### config.mk
export PLATFORM = sky130hd
export DESIGN_NAME = calib_sequencer
export DESIGN_NICKNAME = d
export VERILOG_FILES = /design/src/rtl/calib_pkg.sv /design/src/rtl/calib_mac.sv /design/src/rtl/calib_sequencer.sv
export SDC_FILE = /design/constraint.sdc
export NUM_CORES = 2
export LEC_CHECK = 0
export CORE_ASPECT_RATIO = 0.9
export CORE_MARGIN = 1.5
export CORE_UTILIZATION = 30
export DETAILED_ROUTE_END_ITERATION = 8
export GPL_TIMING_DRIVEN = 0
export HOLD_SLACK_MARGIN = 0.15
export PLACE_DENSITY = 0.42
export SYNTH_ARGS = -nofsm -noshare
export SYNTH_HDL_FRONTEND = slang
export SYNTH_HIERARCHICAL = 1
export SYNTH_SLANG_ARGS = --single-unit
### constraint.sdc
create_clock -name clk -period 46.2 [get_ports clk]
set_input_delay 9.24 -clock clk [delete_from_list [all_inputs] [get_ports clk]]
set_output_delay 9.24 -clock clk [all_outputs]
set_load 0.01 [all_outputs]
### src/rtl/calib_pkg.sv
// calib_pkg: widths, coefficient address map and FSM encoding shared by the calibration sequencer.
package calib_pkg;
    localparam int ADC_W     = 12;
    localparam int ADC_SHIFT = 5;
    localparam int GAIN_W    = 13;
    localparam int DATA_W    = 38;
    localparam int PROD_W    = GAIN_W + DATA_W;

    localparam logic [2:0] A_OFF0 = 3'd3;
    localparam logic [2:0] A_END  = 3'd6;

    localparam logic [1:0] S_IDLE = 2'd0;
    localparam logic [1:0] S_MUL  = 2'd1;
    localparam logic [1:0] S_ADD  = 2'd2;
    localparam logic [1:0] S_DONE = 2'd3;

    typedef logic signed [GAIN_W-1:0] gain_t;
    typedef logic signed [DATA_W-1:0] data_t;

    function automatic data_t align(input logic [ADC_W-1:0] raw);
        return {{(DATA_W-ADC_W-ADC_SHIFT){1'b0}}, raw, {ADC_SHIFT{1'b0}}};
    endfunction
endpackage

### src/rtl/calib_mac.sv
// calib_mac: registered signed gain*x product followed by a truncating offset add.
module calib_mac import calib_pkg::*; (
    input  logic  clk,
    input  logic  rst,
    input  gain_t gain,
    input  data_t x,
    input  data_t offset,
    input  logic  mul_en,
    input  logic  add_en,
    output data_t sum
);
    logic signed [PROD_W-1:0] prod;

    always_ff @(posedge clk or posedge rst)
        if (rst)
            prod <= '0;
        else if (mul_en)
            prod <= gain * x;

    assign sum = add_en ? prod[DATA_W-1:0] + offset : '0;
endmodule

### src/rtl/calib_sequencer.sv
// calib_sequencer: time-multiplexes gain/offset calibration of three ADC channels over one MAC
// and owns the shadow/active coefficient banks.
module calib_sequencer import calib_pkg::*; (
    input  logic              clk,
    input  logic              rst,
    input  logic              CE,
    input  logic [ADC_W-1:0]  Iref,
    input  logic [ADC_W-1:0]  Vdc1,
    input  logic [ADC_W-1:0]  Vdc2,
    input  logic              cfg_we,
    input  logic [2:0]        cfg_addr,
    input  logic [DATA_W-1:0] cfg_data,
    input  logic              cfg_commit,
    input  logic              overrun_clr,
    output data_t             Iref_adap,
    output data_t             Vdc1_adap,
    output data_t             Vdc2_adap,
    output logic              out_valid,
    output logic              busy,
    output logic              overrun,
    output logic              commit_pending
);
    logic [1:0]       state, ch, oi;
    logic [ADC_W-1:0] cap [3];
    gain_t            g_sh [3], g_act [3];
    data_t            o_sh [3], o_act [3], stage [3];
    data_t            x, sum;
    logic             idle, done, apply;

    assign idle  = state == S_IDLE;
    assign done  = state == S_DONE;
    assign busy  = !idle;
    // Commits land only between conversions, so a result never mixes coefficient sets.
    assign apply = (idle && cfg_commit) || (done && (commit_pending || cfg_commit));
    assign x     = align(cap[ch]);
    assign oi    = cfg_addr[1:0] + 2'd1;

    calib_mac u_mac (
        .clk    (clk),
        .rst    (rst),
        .gain   (g_act[ch]),
        .x      (x),
        .offset (o_act[ch]),
        .mul_en (state == S_MUL),
        .add_en (state == S_ADD),
        .sum    (sum)
    );

    always_ff @(posedge clk or posedge rst) begin
        if (rst) begin
            state          <= S_IDLE;
            ch             <= '0;
            Iref_adap      <= '0;
            Vdc1_adap      <= '0;
            Vdc2_adap      <= '0;
            out_valid      <= 1'b0;
            overrun        <= 1'b0;
            commit_pending <= 1'b0;
            for (int i = 0; i < 3; i++) begin
                cap[i]   <= '0;
                g_sh[i]  <= '0;
                g_act[i] <= '0;
                o_sh[i]  <= '0;
                o_act[i] <= '0;
                stage[i] <= '0;
            end
        end else begin
            out_valid      <= done;
            overrun        <= (CE && !idle) || (overrun && !overrun_clr);
            commit_pending <= !idle && !done && (commit_pending || cfg_commit);
            if (cfg_we && cfg_addr < A_OFF0)
                g_sh[cfg_addr[1:0]] <= cfg_data[GAIN_W-1:0];
            else if (cfg_we && cfg_addr < A_END)
                o_sh[oi] <= cfg_data;
            if (apply) begin
                g_act <= g_sh;
                o_act <= o_sh;
            end
            case (state)
                S_IDLE: if (CE) begin
                    cap[0] <= Iref;
                    cap[1] <= Vdc1;
                    cap[2] <= Vdc2;
                    ch     <= '0;
                    state  <= S_MUL;
                end
                S_MUL: state <= S_ADD;
                S_ADD: begin
                    stage[ch] <= sum;
                    ch        <= ch == 2'd2 ? ch : ch + 2'd1;
                    state     <= ch == 2'd2 ? S_DONE : S_MUL;
                end
                default: begin
                    Iref_adap <= stage[0];
                    Vdc1_adap <= stage[1];
                    Vdc2_adap <= stage[2];
                    state     <= S_IDLE;
                end
            endcase
        end
    end
endmodule

==> metrics <==
status=finished clean; wire length per cell=21.3 um; vias=25000; CP Launch Type=input pin; Root Driver=clkbuf_16; layout cells sized above 1=21.6%; met2 Use GR=27.2%; post-DP HPWL=89.2 mm; register clock-pin slew on the reported worst setup and hold paths=0.06 ns; clock latency on the worst-skew pair=0.68 ns; Starting DRT DRC Count=1140; Crit. End Element=async pin; fraction of registers with async set or reset after synthesis=100%; CTS tree=yes; Layout fillers=13000; largest net degree at the start of global routing=124; H-tree depth=3; number of global-route vias before repair=26100; RSZ-0062 raised after global routing=false; path type of the worst min-delay path=reg -> reg; DRC Markers=0; total placed cells including tap cells=5316; gpl congestion=0.868; fin util=35.7%; Num CTS Buffers=74; Initial DRT Pass Iterations=5; ys flop type=dfrtp_1; met1 Use GR=26.1%; Final Setup Violations=0; post-route ant nets=0; Final period util=25.0%; Hold Vio Cnt, Final=0; M3 GR Usage=3.16%; vias per cell=4.59; EDFF count, synth=0; CTS sink count=615; GRT busiest layer=met2; mapped cell area=38800 um2; Final Non-Filler Cells=5450; worst-path fanout max=123; Setup CP Type=in -> async; setup_tns=0 ns; Sequential Area=15400 um2; multi-input logic area=21700 um2; Yosys reg bits=615; Core Area=129000 um2; first-pass GRT wire length=173 mm; Tot GR Track Use=17.8%; die area=132000 um2; measured slew at the worst slew-check pin=1.42 ns; max-cap violation count=0; WP data arrival=12.28 ns; Synth cell types=76; Die H=344 um; Die X-Extent=382 um; total of warnings raised by yosys=6; fin. max-slew vios=0; final WL=116 mm; Clock Tree Buf Depth=3; fin crit period=11.55 ns; final setup skew=0.0382 ns; Mapped Cells=3298; Rows=125; CP required=46.93 ns; initial core utilization=30.2%; Area Growth Syn to Fin=18.3%; initial antenna violation count=2; # Post-CTS Setup Buffers=0; worst rel slew slack=4.39%; IO Pins=201; register area share after synthesis=39.7%; max frequency=0.0866 GHz; Post-CTS Hold Buffers=0; Synth Area per Inst=11.8 um2; post-CTS sizing=0; I/O Buffers=200; total grt overflow=0; # nets final=4221
==> cell families (layout without fill, tap and decap cells) <==
| logic type | after synthesis | in the layout | synth area share (%) |
|---|---|---|---|
| AND/OR/NAND/NOR | 684 | 684 | 8.48 |
| multiplexers | 667 | 667 | 19.1 |
| flip-flops | 615 | 615 | 39.7 |
| buffers and inverters | 514 | 851 | 5.27 |
| adder cells (fa/ha/maj) | 460 | 460 | 21.1 |
| AO/OA/AOI/OAI | 285 | 285 | 4.73 |
| XOR/XNOR | 72 | 72 | 1.62 |
| other | 1 | 102 | 0.00966 |
==> cell type report <==
type / instances / area share, %
sequential: 615 / 33.5
timing repair buffer: 206 / 4.64
tap: 1714 / 4.67
clock inverter: 20 / 0.550
antenna: 3 / 0.0163
inverter: 347 / 2.85
multi-input combinational: 2267 / 47.4
clock buffer: 111 / 4.77
buffer: 167 / 1.62
==> critical path: stages <==
cell and delay [ns]:
clkdlybuf4s50_1 0.54, inv_8 0.55, buf_16 0.51, buf_16 0.47
buf_16 0.46
==> registers in the layout (all words and copies together), names as in the netlist, 2 cells and up <==
| name | count |
|---|---|
| cap | 36 |
| u_mac/prod | 38 |
| o_act | 114 |
| stage | 114 |
| Vdc2_adap | 38 |
| o_sh | 114 |
| Iref_adap | 38 |
| ch | 2 |
| Vdc1_adap | 38 |
| g_sh | 39 |
| g_act | 39 |
| state | 2 |
==> Yosys cell counts (3+ instances only) <==
library cell	number	area share, %
nor2_1	53	0.51
nor3_1	11	0.14
clkbuf_1	97	0.94
a211o_1	3	0.068
a31oi_1	7	0.11
and3_1	8	0.13
o31ai_1	3	0.058
a21o_1	19	0.37
o21ai_1	3	0.039
a21oi_1	61	0.79
o21bai_1	10	0.19
inv_1	346	3.3
and2_1	164	2.6
o21ai_0	106	1.4
nor2b_1	24	0.39
mux2_1	6	0.17
o21a_1	7	0.14
o21ai_2	3	0.068
a32oi_1	3	0.068
dfrtp_1	615	40
nand2b_1	29	0.47
nand4_1	7	0.11
nand2_1	347	3.4
ha_1	135	4.4
buf_2	57	0.74
xnor2_1	50	1.1
a211oi_1	12	0.23
xor2_1	22	0.50
buf_4	12	0.23
o211ai_1	8	0.15
mux2i_1	72	1.9
mux2_2	589	17
o311ai_1	3	0.068
fa_1	325	17
nand3_1	15	0.19
o22ai_1	5	0.081
or3_1	7	0.11
==> routing by layer <==
| metal | vias up | part of all wire [%] |
|---|---|---|
| met2 | 410 | 45 |
| met1 | 12900 | 49 |
| met5 | - | 0 |
| li1 | 11500 | - |
| met4 | 0 | 2.1 |
| met3 | 124 | 4.4 |
==> final timing paths <==
path	from	endpoint	slack, ns	depth (start not counted)
setup / recovery	rst	g_act[21]	34.65	5
hold / removal	stage[39]	Vdc1_adap[1]	0.48	1
setup reg to reg	ch[0]	u_mac/prod[28]	36.43	25
hold reg to reg	stage[39]	Vdc1_adap[1]	0.48	1
max in group clk	state[0]	busy	34.70	5
min in group asynchronous	rst	out_valid	9.17	2
==> through the flow <==
step	hold slack (ns)	setup slack (ns)	area (um2)
final	0.481	34.65	45900
after global routing	0.500	34.26	45900
after global placement	0.464	12.31	43300
after detailed placement	0.465	33.87	43500
after floorplan	0.452	20.82	39200
after CTS	0.478	34.60	45900
==> layout by cell type (no fill, tap or decap), drive strengths merged, types with 29 or more instances in the layout <==
cell / count
xnor2: 50
a21oi: 63
o21ai: 112
conb: 99
inv: 350
nand2b: 29
clkbuf: 209
mux2: 595
fa: 325
mux2i: 72
ha: 135
clkdlybuf4s50: 200
nand2: 347
and2: 164
buf: 75
nor2: 53
dfrtp: 615
Power is left out: the tool's default activity adds up to more than one toggle a clock period on the data nets, which glitch-free logic cannot reach.
